### config.mk
export PLATFORM = sky130hd
export DESIGN_NAME = inst_fetch
export DESIGN_NICKNAME = d
export VERILOG_FILES = /design/src/rtl/inst_fetch_pkg.sv /design/src/rtl/inst_fetch.sv
export SDC_FILE = /design/constraint.sdc
export NUM_CORES = 1
export LEC_CHECK = 0
export CAP_MARGIN = 40
export CORE_ASPECT_RATIO = 0.75
export CORE_MARGIN = 8
export CORE_UTILIZATION = 50
export DETAILED_ROUTE_END_ITERATION = 7
export GPL_ROUTABILITY_DRIVEN = 0
export PLACE_DENSITY = 0.79
export REMOVE_ABC_BUFFERS = 1
export SYNTH_ARGS = -nofsm -noshare
export SYNTH_HDL_FRONTEND = slang
export SYNTH_SLANG_ARGS = --single-unit
### constraint.sdc
create_clock -name clock -period 4.7 [get_ports clock]
set_input_delay 0.94 -clock clock [delete_from_list [all_inputs] [get_ports clock]]
set_output_delay 0.94 -clock clock [all_outputs]
set_load 0.02 [all_outputs]
### src/rtl/inst_fetch_pkg.sv
// Shared widths, FSM encoding and byte-lane helper for the byte-serial
// instruction fetch stage.
package inst_fetch_pkg;

    localparam int MEM_ADDR_W  = 32;
    localparam int STALL_W     = 6;
    localparam int INST_W      = 32;
    localparam int BYTE_W      = 8;
    localparam int IDX_W       = 2;
    localparam int STALL_IF_ID = 1;

    typedef enum logic [1:0] {
        ST_IDLE = 2'd0,
        ST_BUSY = 2'd1,
        ST_HOLD = 2'd2
    } fetch_state_e;

    // Little-endian placement: byte k of the word lands in bits [8k+7:8k].
    function automatic logic [INST_W-1:0] insert_byte(
        input logic [INST_W-1:0] word,
        input logic [IDX_W-1:0]  idx,
        input logic [BYTE_W-1:0] data
    );
        logic [INST_W-1:0] w_res;
        w_res = word;
        w_res[int'(idx) * BYTE_W +: BYTE_W] = data;
        return w_res;
    endfunction

endpackage

### src/rtl/inst_fetch.sv
// Byte-serial instruction fetch: reads BYTES consecutive bytes from memory,
// assembles them little-endian and presents the word to IF/ID.
module inst_fetch
    import inst_fetch_pkg::*;
#(
    parameter int BYTES = 4
) (
    input  logic                  clock,
    input  logic                  reset,
    input  logic [MEM_ADDR_W-1:0] pc_i,
    input  logic                  br,
    input  logic [STALL_W-1:0]    stall,
    output logic                  stall_req,
    output logic                  mem_req,
    output logic [MEM_ADDR_W-1:0] mem_addr,
    input  logic                  mem_ready,
    input  logic [BYTE_W-1:0]     mem_data,
    output logic [INST_W-1:0]     inst_o,
    output logic [MEM_ADDR_W-1:0] pc_o,
    output logic                  inst_valid_o
);

    localparam logic [IDX_W-1:0] LAST_IDX = IDX_W'(BYTES - 1);

    fetch_state_e          r_state;
    fetch_state_e          w_state_next;
    logic [MEM_ADDR_W-1:0] r_base;
    logic [MEM_ADDR_W-1:0] w_base_next;
    logic [IDX_W-1:0]      r_idx;
    logic [IDX_W-1:0]      w_idx_next;
    logic [INST_W-1:0]     r_buf;
    logic [INST_W-1:0]     w_buf_next;
    logic                  w_complete;
    logic                  w_valid_next;
    logic                  w_hold_req;

    logic [INST_W-1:0]     r_inst;
    logic [MEM_ADDR_W-1:0] r_pc;
    logic                  r_inst_valid;
    logic                  r_mem_req;
    logic [MEM_ADDR_W-1:0] r_mem_addr;
    logic                  r_stall_req;

    // Only the IF/ID stall bit matters here; the rest of the vector is dropped.
    logic w_unused_stall;
    assign w_unused_stall = ^{stall[STALL_W-1:STALL_IF_ID+1], stall[STALL_IF_ID-1:0]};
    assign w_hold_req     = stall[STALL_IF_ID];

    // FSM state register.
    always_ff @(posedge clock) begin
        if (reset) begin
            r_state <= ST_IDLE;
        end else begin
            r_state <= w_state_next;
        end
    end

    // Next-state, fetch progress and presentation decisions; br overrides all.
    always_comb begin
        w_state_next = r_state;
        w_base_next  = r_base;
        w_idx_next   = r_idx;
        w_buf_next   = r_buf;
        w_complete   = 1'b0;
        w_valid_next = 1'b0;
        if (br) begin
            w_state_next = ST_IDLE;
            w_idx_next   = {IDX_W{1'b0}};
            w_buf_next   = {INST_W{1'b0}};
        end else begin
            case (r_state)
                ST_IDLE: begin
                    w_base_next  = pc_i;
                    w_idx_next   = {IDX_W{1'b0}};
                    w_buf_next   = {INST_W{1'b0}};
                    w_state_next = ST_BUSY;
                end
                ST_BUSY: begin
                    if (mem_ready) begin
                        w_buf_next = insert_byte(r_buf, r_idx, mem_data);
                        if (r_idx == LAST_IDX) begin
                            w_complete   = 1'b1;
                            w_valid_next = 1'b1;
                            w_idx_next   = {IDX_W{1'b0}};
                            w_state_next = w_hold_req ? ST_HOLD : ST_IDLE;
                        end else begin
                            w_idx_next = r_idx + 2'd1;
                        end
                    end else begin
                        w_idx_next = r_idx;
                    end
                end
                ST_HOLD: begin
                    if (w_hold_req) begin
                        w_valid_next = 1'b1;
                        w_state_next = ST_HOLD;
                    end else begin
                        w_state_next = ST_IDLE;
                    end
                end
                default: begin
                    w_state_next = ST_IDLE;
                end
            endcase
        end
    end

    // Fetch base, byte index and partially assembled word.
    always_ff @(posedge clock) begin
        if (reset) begin
            r_base <= {MEM_ADDR_W{1'b0}};
            r_idx  <= {IDX_W{1'b0}};
            r_buf  <= {INST_W{1'b0}};
        end else begin
            r_base <= w_base_next;
            r_idx  <= w_idx_next;
            r_buf  <= w_buf_next;
        end
    end

    // Registered outputs, derived from the state being entered.
    always_ff @(posedge clock) begin
        if (reset) begin
            r_inst       <= {INST_W{1'b0}};
            r_pc         <= {MEM_ADDR_W{1'b0}};
            r_inst_valid <= 1'b0;
            r_mem_req    <= 1'b0;
            r_mem_addr   <= {MEM_ADDR_W{1'b0}};
            r_stall_req  <= 1'b0;
        end else begin
            r_inst_valid <= w_valid_next;
            r_mem_req    <= (w_state_next == ST_BUSY);
            r_stall_req  <= (w_state_next != ST_IDLE);
            r_mem_addr   <= w_base_next + MEM_ADDR_W'(w_idx_next);
            if (w_complete) begin
                r_inst <= w_buf_next;
                r_pc   <= r_base;
            end else begin
                r_inst <= r_inst;
                r_pc   <= r_pc;
            end
        end
    end

    assign inst_o       = r_inst;
    assign pc_o         = r_pc;
    assign inst_valid_o = r_inst_valid;
    assign mem_req      = r_mem_req;
    assign mem_addr     = r_mem_addr;
    assign stall_req    = r_stall_req;

endmodule

After elaboration in Yosys (flattened, before gate mapping)
Cells that the tools add are included.
Cells by class
  add/sub/neg operators: 3
  equal/unequal tests: 4
  shift operators: 2
  mux-type cells: 21
  reductions and logical operators: 3
Operators with widths (number)
  32-bit 2-to-1 mux: 4
  32-bit one-hot mux with 2 select lines: 1
  5-bit negator with 33-bit output: 1
  8-bit by 33-bit variable shift with 32-bit output (first input constant): 1
  8-bit by 33-bit indexed part select with 32-bit output: 1
  32-bit by 2-bit adder with 32-bit output: 1
  32-bit bitwise mux: 1
  2-bit 2-to-1 mux: 7
  2-bit one-hot mux with 3 select lines: 1
  1-bit 2-to-1 mux: 5
  2-bit by 1-bit == test with 1-bit output (second input constant): 2
  2-bit == test (second input constant): 2
  2-bit one-hot mux with 2 select lines: 1
  2-bit by 1-bit adder with 2-bit output (second input constant): 1
  2-bit logical NOT: 1
  1-bit one-hot mux with 2 select lines: 1
  2-bit nonzero test: 1
  2-bit OR reduction: 1
Word-level totals
  flip-flop bits (word level): 167
  word-level logic and storage cells: 43

Logic depth before layout (Yosys ltp)
Gate-level depths: netlist of the first run.
  word-level depth: 6
  gate-level depth with buffers: 15
  gate-level depth less buffers: 12

Worst setup path after synthesis of the first run
Ideal clock, no wire load.
  path type: input port to flip-flop
  start: input br
  end: register r_mem_addr[30] (netlist: mem_addr[30])
  setup time: 0.123 ns
  arrival time: 3.503 ns
  data required time: 4.577 ns
  setup slack: 1.074 ns
  cell stages on the path: 13
  cell sequence: buf_6 and2b_1 buf_2 buf_2 buf_2 nand2_1 nand2_1 ha_1 fa_1 nand4b_4 nor4_2 nand2_1 mux2_1
On the way
  cells in the longest elaborated chain, start to end: 2
  elaborated cells between the ends (all ways): 3
  classes of those cells: 1 x add/sub; 2 x mux
RTL lines
  start, declared: line inst_fetch.sv:11  | input logic br,
  32-bit 2-to-1 mux: line inst_fetch.sv:66  | if (br) begin
  via w_base_next[0]: line inst_fetch.sv:28  | logic [MEM_ADDR_W-1:0] w_base_next;
  32-bit by 2-bit adder with 32-bit output: line inst_fetch.sv:134  | r_mem_addr <= w_base_next + MEM_ADDR_W'(w_idx_next);
  end signal, assigned: line inst_fetch.sv:128  | r_mem_addr <= {MEM_ADDR_W{1'b0}};
  end signal, assigned: line inst_fetch.sv:134
  end, declared: line inst_fetch.sv:41  | logic [MEM_ADDR_W-1:0] r_mem_addr;
The timed path passes the listed nets, and every way through them passes these cells.
A chain may end at the register's enable or synchronous reset.

Worst setup path after layout of the first run
  start: input br
  end: register r_mem_addr[23] (netlist: mem_addr[23])
The elaborated chain is that of the path after synthesis.

==> flow_summary.toml, run 1 <==
[run_status]
status = "complete, no violations"

[finish]
antenna_cells = 0
layout_commonest_cell = "dfxtp_1"
nets = 959
regArea_sq_um = 3340
syn2layout_area_growth_pct = 29.8
fill_cells = 1107
multi_input_area_sq_um = 3430
fin_area_sq_um = 9100
drive_above_1_share_pct = 7.26
layout_common_cells = "dfxtp_1, clkdlybuf4s50_1, nand2_1"

[worst_setup_path]
cp.required_ns = 5.00
startpoint = "br"
crit_path_start_kind = "input port"
r2r_end = "mem_addr[23]"
r2r-start = "r_idx[0]"
ff2ff_path_depth = 10
rrSetupSlack_ns = 1.26
arrival_ns = 4.03
endpoint = "mem_addr[23]"
crit_type = "in2reg"
path_max_fanout = 12
crit_path_end_kind = "flop"

[clock_tree]
clockBufferDepth = 2
htreeDepth = 4
cts_tree = "built"
clock-sinks = 167
cts_setup_buffers = 0
postCtsHoldBufs = 0
clk_latency_ns = 0.42
cts_buffers = 17
clk_pin_slew_ns = 0.06
clock-root-buffer = "clkbuf_16"
ctsResizeCount = 0

[sta]
min_period_ns = 3.74
clock_skew_ns = 0.0131
slew_headroom_pct = 35.1
setup_violations = 0
finalSetupTns_ns = 0
slew_violations = 0
hold_violations = 0
max_freq_ghz = 0.268
worstMarginPinSlew_ns = 0.971
rsz0062_at_grt = "no"
timing.final.crit_share_pct = 79.5

[synthesis]
syn_area_sq_um = 7010
synth-main-ff-cell = "dfxtp_1"
synth_cell_types = 49
synth_edf_count = 0
syn_inst = 774
avgSynthCellArea_sq_um = 9.06
synth_seq_cells = 167
synth_seq_area_share_pct = 47.7
synth_warnings = 0
async_flop_share_pct = 0

[power_and_ir_drop]
power_frac_seq_pct = 47.3
pwr-share-clk_pct = 43.6
total_power_w = 0.00312
power.switching_w = 0.000766
power_leakage_nw = 3.34
p_int_w = 0.00235
irDropWorstVdd_v = 0.000265
netSwitchingFraction_pct = 24.6
p_comb_share_pct = 9.1
powerDensity_nw_per_um2 = 343

[drt]
num_vias = 6047
first_iter_violations = 467
first_pass_iters = 5
postRouteAntennaNets = 0
drc = 0
vias_per_cell = 5.58
drt_wl_total_um = 18600
wl_per_cell_um = 17.1

[global_route]
grt_pass1_wl_um = 30400
grt_max_degree = 75
grt_antenna_before_repair = 0
grt_pass1_vias = 5940
grt_overflow = 0
grt_usage_pct = 20.3

[floorplan]
rows = 37
die_h_um = 119
core_sq_um = 13700
pin_count = 149
start_util_pct = 51.2
die_w_um = 153
die-area_sq_um = 18100

[place]
post_dp_cell_area_sq_um = 8520
io_buffers = 143
place_hpwl_um = 12500

[run]
maxCapViolCount = 0

[hold_path]
hold_path_class = "reg2reg"
-- stage by stage --
| stage | hold slack, ns | cells | setup slack, ns | utilization (%) |
|---|---|---|---|---|
| 3_5_place_dp | 0.447 | 1052 | 0.644 | 62.2 |
| 2_1_floorplan | 0.425 | 724 | -0.193 | - |
| 3_3_place_gp | 0.442 | 1052 | 0.651 | 62.2 |
| 5_1_grt | 0.483 | 1084 | 0.801 | 66.4 |
| 4_1_cts | 0.456 | 1084 | 1.03 | 66.4 |
| 6_report | 0.452 | 1084 | 0.965 | 66.4 |
-- flip-flops by register name (all words and copies together) (netlist names) --
| register | cells |
|---|---|
| inst_o | 32 |
| mem_addr | 32 |
| pc_o | 32 |
| r_base | 32 |
| r_buf | 32 |
| r_idx | 2 |
| r_state | 2 |
| inst_valid_o | 1 |
| mem_req | 1 |
| stall_req | 1 |
-- cells by family (layout without fill, tap and decap cells) --
group           after synthesis  in the layout  share of synthesized area (%)
compound gates              156            156                           15.9
xor+xnor                     20             20                           2.50
fa+ha+maj                    13             13                           2.43
buf+inv                      57            192                           3.64
flops                       167            167                           47.7
mux                          49             49                           7.60
simple gates                312            312                           20.3
-- final cells by class --
| type | count | area share [%] |
|---|---|---|
| Multi-Input combinational cell | 550 | 37.6 |
| Sequential cell | 167 | 36.7 |
| Timing Repair Buffer | 153 | 16.5 |
| Clock buffer | 20 | 5.13 |
| Tap cell | 175 | 2.41 |
| Clock inverter | 12 | 1.29 |
| Inverter | 7 | 0.289 |
-- worst min path at each step --
stage / to / depth (start not counted) / from
finish: pc_o[21] / 2 / pc_o[21]
global placement: pc_o[12] / 2 / pc_o[12]
floorplan: pc_o[30] / 2 / r_base[30]
CTS: pc_o[16] / 2 / pc_o[16]
global route: pc_o[31] / 2 / r_base[31]
detailed placement: pc_o[16] / 2 / pc_o[16]
-- synthesized netlist by cell type (all sizes together) (12+ instances only) --
library cell,number,area [sq um]
a211oi,34,255
a21oi,43,215
a22o,32,280
a22oi,33,248
buf,13,90.1
clkbuf,37,139
dfxtp,167,3340
ha,12,150
mux2i,38,409
nand2,126,473
nor2,122,458
xor2,17,149
-- critical path, cell delays in order --
cell and delay [ns]:
clkdlybuf4s50_1 0.69, and2b_2 0.39, nand2_1 0.12, nand2_1 0.09, ha_1 0.30, a21o_1 0.18
nand2_1 0.31, nor4b_4 0.48, nand4_1 0.17, mux2_1 0.35
-- power by group through the flow --
stage | clock, W | combinational (W) | sequential (W)
detailed placement | 0 | 0.000278 | 0.00151
CTS | 0.00138 | 0.000282 | 0.00147
floorplan | 0 | 0.000121 | 0.00152
global route | 0.00145 | 0.000304 | 0.00148
finish | 0.00136 | 0.000283 | 0.00147
global placement | 0 | 0.000275 | 0.00150
-- per-layer routing --
layer,track usage [%],vias up,wire length [um]
met5,0,-,0
met4,5.06,0,149
met3,6.19,14,1340
met2,31.9,199,8400
met1,26.8,2894,8680
li1,-,2940,-
No activity file was read; power rests on OpenSTA's default activity.
==> inputs of run 2 (changes only) <==
CORE_UTILIZATION = 46   (was 50)
PLACE_DENSITY = 0.76   (was 0.79)
clock period = 3.2 ns   (was 4.7 ns; I/O delays follow)
==> flow_summary.toml, run 2 (synthesized netlist as in run 1, its figures left out) <==
[global_route]
grt_usage_pct = 19.4
grt_pass1_vias = 5817
grt_max_degree = 61
grt_antenna_before_repair = 0
grt_overflow = 0
grt_pass1_wl_um = 29900

[floorplan]
core_sq_um = 15100
die_h_um = 123
pin_count = 149
die_w_um = 159
start_util_pct = 46.5
rows = 39
die-area_sq_um = 19500

[worst_setup_path]
cpMaxStageDelayCell = "dfxtp_1"
r2r_end = "mem_addr[23]"
ff2ff_path_depth = 10
path_max_fanout = 5
crit_cells = 10
crit_path_start_kind = "flop"
crit_family = "simple AND/OR/NAND/NOR gates"
crit_chain = "inv_1, ha_1, a32oi_1, nor2_1, ha_1, a21o_1, nand2_1, nor4b_4, nand4_1, mux2_1"
critPathBufInv = 1
crit_type = "reg2reg"
slowest_delay_ns = 0.41
worst_path_most_repeated_cell = "ha_1"
arrival_ns = 3.20
endpoint = "mem_addr[23]"
r2r-start = "r_idx[1]"
startpoint = "r_idx[1]"
rrSetupSlack_ns = 0.31
crit_path_end_kind = "flop"
cp.required_ns = 3.51

[run]
maxCapViolCount = 0

[sta]
rsz0062_at_grt = "no"
max_freq_ghz = 0.346
hold_violations = 0
slew_violations = 0
setup_violations = 0
clock_skew_ns = 0.00964
timing.final.crit_share_pct = 90.4
min_period_ns = 2.89
hold_ws_ns = 0.453
slew_headroom_pct = 56.7
worstMarginPinSlew_ns = 0.650

[power_and_ir_drop]
power_leakage_nw = 3.52
powerDensity_nw_per_um2 = 488
irDropWorstVdd_v = 0.000354
total_power_w = 0.00458

[finish]
antenna_cells = 0
regArea_sq_um = 3340
nets = 992
multi_input_area_sq_um = 3430
fill_cells = 1280
drive_above_1_share_pct = 10.3
layout_common_cells = "dfxtp_1, clkdlybuf4s50_1, nand2_1"
final_cells = 1147
layout_commonest_cell = "dfxtp_1"
syn2layout_area_growth_pct = 33.8

[drt]
first_iter_violations = 504
wl_met3_um = 1420
wl_per_cell_um = 16.2
met1_length_um = 8780
postRouteAntennaNets = 0
dr_wl_met2_um = 8140
vias_per_cell = 5.24
drc = 0
dr.max_layer_used = "met4"
first_pass_iters = 5
num_vias = 6012
drt_wl_total_um = 18600

[place]
dpl.cell_count = 1115
place_hpwl_um = 13000
io_buffers = 143

[hold_path]
hold_path_class = "reg2reg"
hp-start = "pc_o[17]"

[clock_tree]
ctsResizeCount = 0
clock-sinks = 167
cts_setup_buffers = 0
cts_buffers = 17
htreeDepth = 4
cts_tree = "built"
clock-root-buffer = "clkbuf_16"
clk_latency_ns = 0.42
clk_pin_slew_ns = 0.06
clockBufferDepth = 2
postCtsHoldBufs = 0

[run_status]
status = "complete, no violations"
-- run 2: cell count changes in the layout (fill, tap and decap cells not counted), sizes merged --
cell and change:
buf +33, clkinv +6, inv -3, clkbuf -1, clkinvlp -3, bufinv +1
-- run 2: worst min-delay path by stage --
stage / to / slack (ns) / depth (start not counted)
2_1_floorplan: pc_o[30] / 0.43 / 2
3_3_place_gp: pc_o[2] / 0.44 / 2
3_5_place_dp: pc_o[12] / 0.45 / 2
4_1_cts: pc_o[12] / 0.46 / 2
5_1_grt: pc_o[15] / 0.47 / 2
6_report: pc_o[17] / 0.45 / 2
-- run 2: cell type report --
type                    count  share of cell area (%)
multi-input cells         550                    36.5
flip-flops and latches    167                    35.6
repair buffers            186                    18.8
clock buffers              19                    4.61
well taps                 205                    2.73
clock inverters            13                    1.41
inverters                   7                   0.280
-- run 2: stage by stage --
stage	setup WS (ns)	TNS, ns	utilization [%]	area (sq um)
6_report	0.308	0	62.2	9380
3_3_place_gp	0.0104	0	58.5	8820
4_1_cts	0.327	0	62.2	9380
3_5_place_dp	-0.0470	-0.168	58.5	8820
5_1_grt	0.106	0	62.2	9380
2_1_floorplan	-1.69	-106.21	-	6790
-- run 2: layer usage --
layer	vias to the layer above	global-route usage, %
met1	2780	26.9
met4	0	6.70
met3	20	5.06
met5	-	0
met2	206	28.7
li1	3006	-
-- run 2: power by group --
group	internal, W	total, W	switching (W)	leakage [nW]
clock network	0.00114	0.00198	0.000834	0.280
registers	0.00213	0.00217	0.0000336	1.36
logic	0.000199	0.000438	0.000239	1.88
total	0.00348	0.00458	0.00111	3.52
-- run 2: worst min-delay path, delay by kind of cell, from the launching register on --
kind	cells	cell delay, ns
DFF	1	0.31
and+or+nand+nor	1	0.05
AOI/OAI and AO/OA	1	0.05
